<file path="config.mk">
export PLATFORM = sky130hd
export DESIGN_NAME = board_write_arbiter
export DESIGN_NICKNAME = d
export VERILOG_FILES = /design/src/rtl/board_write_arbiter.sv
export SDC_FILE = /design/constraint.sdc
export NUM_CORES = 1
export LEC_CHECK = 0
export BUFFER_PORTS_ARGS = -buffer_cell sky130_fd_sc_hd__buf_2
export CORE_MARGIN = 2
export CORE_UTILIZATION = 43
export DETAILED_ROUTE_END_ITERATION = 16
export GPL_TIMING_DRIVEN = 0
export PLACE_DENSITY = 0.77
export SYNTH_ARGS = -nofsm -noshare
export SYNTH_HDL_FRONTEND = slang
export SYNTH_SLANG_ARGS = --single-unit
</file>
<file path="constraint.sdc">
create_clock -name clk -period 3 [get_ports clk]
set_input_delay 0.3 -clock clk [delete_from_list [all_inputs] [get_ports clk]]
set_output_delay 0.3 -clock clk [all_outputs]
set_load 0.02 [all_outputs]
</file>
<file path="src/rtl/board_write_arbiter.sv">
`default_nettype none
// ============================================================================
// Module   : board_write_arbiter
// Purpose  : Shares the single cell-board write port between the generation
//            engine (gen), the fill traversal engine (fill) and the cursor
//            user edit path (usr). Bursts are granted round-robin, masters are
//            masked by mode (gen in run mode, fill/usr in edit mode), and a
//            burst is force-released after MAX_BURST beats without a last.
// Ports    : clk, rst (async, active-high)
//            mode              1 = run, 0 = edit
//            req/last/wdata_in per-master, bit0 gen, bit1 fill, bit2 usr
//            addrR_in/addrC_in 8 bits per master, master i at [8i+7:8i]
//            gnt               one-hot registered grant
//            wAddrR/wAddrC/write_en/write_data  board write port
//            busy              grant held
//            timeout           one-cycle pulse after a forced release
// Revision : 1.0 - initial release
// ============================================================================
module board_write_arbiter #(
    parameter int MAP_WIDTH  = 8,
    parameter int MAP_HEIGHT = 8,
    parameter int MAX_BURST  = MAP_WIDTH * MAP_HEIGHT
) (
    input  logic        clk,
    input  logic        rst,
    input  logic        mode,
    input  logic [2:0]  req,
    input  logic [2:0]  last,
    input  logic [23:0] addrR_in,
    input  logic [23:0] addrC_in,
    input  logic [2:0]  wdata_in,
    output logic [2:0]  gnt,
    output logic [7:0]  wAddrR,
    output logic [7:0]  wAddrC,
    output logic        write_en,
    output logic        write_data,
    output logic        busy,
    output logic        timeout
);

    generate
        if (MAX_BURST < 1 || MAX_BURST > 65535 || MAP_WIDTH > 256 || MAP_HEIGHT > 256) begin : g_bad_param
            $error("board_write_arbiter: parameter out of range");
        end
    endgenerate

    localparam logic [15:0] C_LAST_BEAT = 16'(MAX_BURST - 1);

    typedef enum logic [0:0] {S_IDLE = 1'b0, S_OWN = 1'b1} state_t;

    state_t      r_state;
    logic [2:0]  r_gnt;
    logic [1:0]  r_ptr;
    logic [15:0] r_beat_cnt;
    logic        r_timeout;

    logic [2:0]  w_mask;
    logic [2:0]  w_elig;
    logic [1:0]  w_own;
    logic        w_own_act;
    logic        w_at_max;
    logic        w_release;
    logic        w_force;
    logic        w_pick_valid;
    logic [1:0]  w_pick;
    int          w_idx;

    // gen only in run mode, fill/usr only in edit mode
    assign w_mask = {~mode, ~mode, mode};
    assign w_elig = req & w_mask;

    // Round-robin scan ptr, ptr+1, ptr+2 (mod 3); scanning from the far end
    // lets the nearest eligible master overwrite the choice last.
    always_comb begin
        w_pick_valid = 1'b0;
        w_pick       = 2'd0;
        w_idx        = 0;
        for (int k = 2; k >= 0; k--) begin
            w_idx = (int'(r_ptr) + k) % 3;
            if (w_elig[w_idx]) begin
                w_pick_valid = 1'b1;
                w_pick       = 2'(w_idx);
            end
        end
    end

    always_comb begin
        case (r_gnt)
            3'b010:  w_own = 2'd1;
            3'b100:  w_own = 2'd2;
            default: w_own = 2'd0;
        endcase
    end

    // A mode flip masks the owner in the same cycle, so no beat slips through.
    assign w_own_act = (r_state == S_OWN) & req[w_own] & w_mask[w_own];
    assign w_at_max  = (r_beat_cnt == C_LAST_BEAT);
    // Timeout only when the cap is hit on a beat that is not already the last
    assign w_force   = w_own_act & ~last[w_own] & w_at_max;
    assign w_release = ~req[w_own] | ~w_mask[w_own] | (w_own_act & last[w_own]) | w_force;

    always_ff @(posedge clk or posedge rst) begin
        if (rst) begin
            r_state    <= S_IDLE;
            r_gnt      <= 3'b000;
            r_ptr      <= 2'd0;
            r_beat_cnt <= 16'd0;
            r_timeout  <= 1'b0;
        end else begin
            r_timeout <= 1'b0;
            case (r_state)
                S_IDLE: begin
                    if (w_pick_valid) begin
                        r_gnt      <= 3'b001 << w_pick;
                        r_beat_cnt <= 16'd0;
                        r_state    <= S_OWN;
                    end
                end
                S_OWN: begin
                    if (w_own_act && r_beat_cnt != 16'hFFFF) begin
                        r_beat_cnt <= r_beat_cnt + 16'd1;
                    end
                    if (w_release) begin
                        r_gnt     <= 3'b000;
                        r_ptr     <= (w_own == 2'd2) ? 2'd0 : w_own + 2'd1;
                        r_state   <= S_IDLE;
                        r_timeout <= w_force;
                    end
                end
                default: begin
                    r_state <= S_IDLE;
                    r_gnt   <= 3'b000;
                end
            endcase
        end
    end

    assign gnt        = r_gnt;
    assign busy       = |r_gnt;
    assign timeout    = r_timeout;
    assign write_en   = w_own_act;
    assign wAddrR     = w_own_act ? addrR_in[{w_own, 3'b000} +: 8] : 8'd0;
    assign wAddrC     = w_own_act ? addrC_in[{w_own, 3'b000} +: 8] : 8'd0;
    assign write_data = w_own_act ? wdata_in[w_own] : 1'b0;

endmodule
`default_nettype wire

</file>
==> PnR_summary.wiki <==
{| class="wikitable"
! Metric !! Value
|-
| Residual DRC count || 0
|-
| Worst hold-check path type || in2async
|-
| Summed negative setup slack over all endpoints || 0 ns
|-
| FP Rows || 24
|-
| Worst slew pin tran || 0.837 ns
|-
| Starting DRT DRC Count || 60
|-
| Max-Cap Viols || 0
|-
| Data arrival, critical path || 2.57 ns
|-
| CORE AREA || 4290 µm²
|-
| Via-per-instance ratio || 5.46
|-
| Final critical-path setup slack || 0.135 ns
|-
| Post-layout min period || 2.87 ns
|-
| First-pass GRT wire length || 8730 µm
|-
| Initial antenna violation count || 0
|-
| Max-slew violation count || 0
|-
| IO Count || 83
|-
| Final HPWL from detailed placement || 3980 µm
|-
| Horizontal extent of the die || 70.4 µm
|-
| Detailed-route via count || 2031
|-
| PortBufs || 82
|-
| Number of buffers inserted during clock tree synthesis || 3
|-
| CTS clk-pin slew, worst paths || 0.08 ns
|-
| Number of buffers inserted for hold repair after clock tree synthesis || 0
|-
| Net total in the final layout || 385
|-
| GRT Residual Overflow || 0
|-
| Cell Int Power || 0.000940 W
|-
| Lkg Pwr || 1.20 nW
|-
| Required time reported for the critical path endpoint || 2.70 ns
|-
| Initial DRT Pass Iterations || 4
|-
| Pin count of the biggest net entering global routing || 24
|-
| Post-synthesis cell area || 1890 µm²
|-
| FMAX || 0.349 GHz
|-
| Final hold violations || 0
|-
| Type of the worst setup path || reg2out
|-
| Number of storage elements in the synthesis netlist || 23
|-
| Peak fanout along the critical path || 10
|-
| Run status || complete, no violations
|-
| Mean routed wirelength per cell || 14.2 µm
|-
| Syn_area_per_cell || 8.35 µm²
|-
| Fraction of the yosys area taken by sequential cells || 30.4%
|-
| Wire length reported by the detailed router || 5270 µm
|-
| Number of synthesis warnings || 0
|-
| Gate count of the mapped netlist || 227
|-
| Maximum vdd ir drop || 0.294 mV
|-
| Die boundary height || 70.4 µm
|-
| Maximum clock path buffer count || 2
|-
| Number of distinct library cells after synthesis || 46
|-
| Die Area || 4950 µm²
|-
| Final worst-path cycle share || 95.5%
|-
| Comb power frac || 67.1%
|-
| Pre-CTS WS || -0.451 ns
|-
| Number of diodes || 0
|-
| Flip-flop cell with the highest count after synthesis || dfrtp_1
|-
| Pwr/cell area || 671 nW/µm²
|-
| Via count of the first global-routing pass || 1920
|-
| Setup-failing EPs final || 0
|-
| Net count after synthesis || 291
|-
| Clk Tree Root Cell || clkbuf_8
|-
| Element type at the critical path start || flop
|-
| Routability-driven placement congestion ratio || 0.856
|-
| GR Util All Layers || 21.5%
|-
| Number of synthesized flops with an enable pin || 0
|-
| Clock latency on the worst-skew pair || 0.27 ns
|-
| Worst slew slack as a fraction of its limit || 44.2%
|-
| Clock tree from TritonCTS || built
|-
| Power dissipated by switching net loads || 0.000844 W
|-
| H-tree levels || 1
|-
| Effective utilization at floorplan || 44.1%
|-
| RSZ-0062 raised after global routing || no
|-
| Total power || 0.00178 W
|-
| TritonCTS Sinks || 23
|-
| Clock tree skew after final layout || 0.00426 ns
|-
| Switching fraction of total power || 47.3%
|-
| Area delta synth->final || 40.3%
|-
| Crit path capture type || output pin
|-
| Share of layout cells above drive strength 1 || 40.6%
|-
| Relative contribution of the clock network to total power || 10.6%
|-
| Antenna-violating nets left || 0
|-
| Share of synthesized flip-flops with an asynchronous set or reset || 100%
|-
| Proportion of power drawn by flip-flops and latches || 22.2%
|}
[power by group through the flow]
stage	Sequential, W	Clock (W)	Combinational [W]
floorplan	0.000413	0	0.000783
global placement	0.000401	0	0.00105
detailed placement	0.000402	0	0.00107
CTS	0.000395	0.000195	0.00118
global route	0.000403	0.000208	0.00132
finish	0.000397	0.000189	0.00120
[routing by layer]
layer,GRT usage (%),part of all wire (%)
met5,0,0
met4,9.62,2.5
met3,3.32,7.0
met2,38.1,50
met1,25.5,40
[cell type report]
cell class / instances / area (µm²)
Buffer: 15 / 115
Clock buffer: 4 / 45.0
Fill cell: 387 / 1640
Inverter: 10 / 37.5
Multi-Input combinational cell: 179 / 1330
Sequential cell: 23 / 576
Tap cell: 52 / 65.1
Timing Repair Buffer: 89 / 485
[cells in the final DEF, fill, tap and decap left out, types with 9 or more instances in the layout]
cell and n:
nand2_1 11, dfrtp_1 23, nor2_1 30, buf_4 10, mux2i_1 20, a21oi_1 12, inv_1 9, buf_2 79
o21ai_0 9, a211oi_2 17
[worst paths after layout]
path | slack, ns | cells after the start | endpoint | from
setup / recovery | 0.13 | 12 | wAddrR[6] | gnt[2]
hold / removal | 0.19 | 2 | timeout | rst
setup reg to reg | 0.26 | 13 | r_beat_cnt[12] | gnt[2]
hold reg to reg | 0.57 | 2 | r_ptr[0] | r_ptr[0]
max in group asynchronous | 2.29 | 2 | gnt[2] | rst
min in group clk | 0.37 | 3 | timeout | last[0]
[Yosys cell counts (3+ instances only)]
cell	count	area, µm²
nor2_1	30	113
dfrtp_1	23	576
mux2i_1	20	200
a211oi_1	17	128
nand2_1	13	48.8
a21oi_1	12	60.1
inv_1	10	37.5
clkbuf_1	9	33.8
o21ai_0	9	45.0
xnor2_1	7	61.3
nor4_1	6	37.5
or3_1	6	37.5
nand3_1	5	25.0
nand4_1	5	31.3
nor3b_1	5	37.5
ha_1	4	50.1
o22ai_1	4	25.0
and3_1	3	18.8
buf_6	3	33.8
or3b_1	3	26.3
[worst max-delay path, stage by stage, from the launching register on]
cell and delay, ns:
dfrtp_1 0.41, buf_6 0.15, nor3b_2 0.15, buf_4 0.15, buf_8 0.14, inv_2 0.07
ha_4 0.22, nand2_2 0.08, a21oi_4 0.05, o31ai_4 0.39, clkbuf_8 0.24, a211oi_2 0.05
buf_4 0.20
[metrics by stage]
stage | hold WS, ns | instances | utilization [%] | cell area (µm²)
CTS | 0.217 | 372 | 61.2 | 2630
global placement | 0.504 | 361 | 57.3 | 2460
floorplan | 0.302 | 227 | - | 1990
detailed placement | 0.509 | 361 | 57.3 | 2460
finish | 0.189 | 372 | 61.9 | 2660
global route | 0.282 | 372 | 61.9 | 2660
[cell families after synthesis]
logic type	count (synthesis)	share of synthesized area (%)
mux	20	10.6
xor+xnor	8	3.70
simple gates	90	26.0
compound gates	56	19.9
buf+inv	25	6.27
fa+ha+maj	5	3.17
flops	23	30.4
[what timing repair did]
action,CTS,global route
buffers inserted,5,0
pin swaps,1,1
cloned,2,0
gates resized for setup,14,9
endpoints found under the hold margin,0,0
setup endpoints to repair,31,18
[state kept, by name, indices dropped and copies added, names as in the netlist]
| name | count |
|---|---|
| r_beat_cnt | 16 |
| gnt | 3 |
| r_ptr | 2 |
| r_state | 1 |
| timeout | 1 |
(Power assumes the default switching activity.)
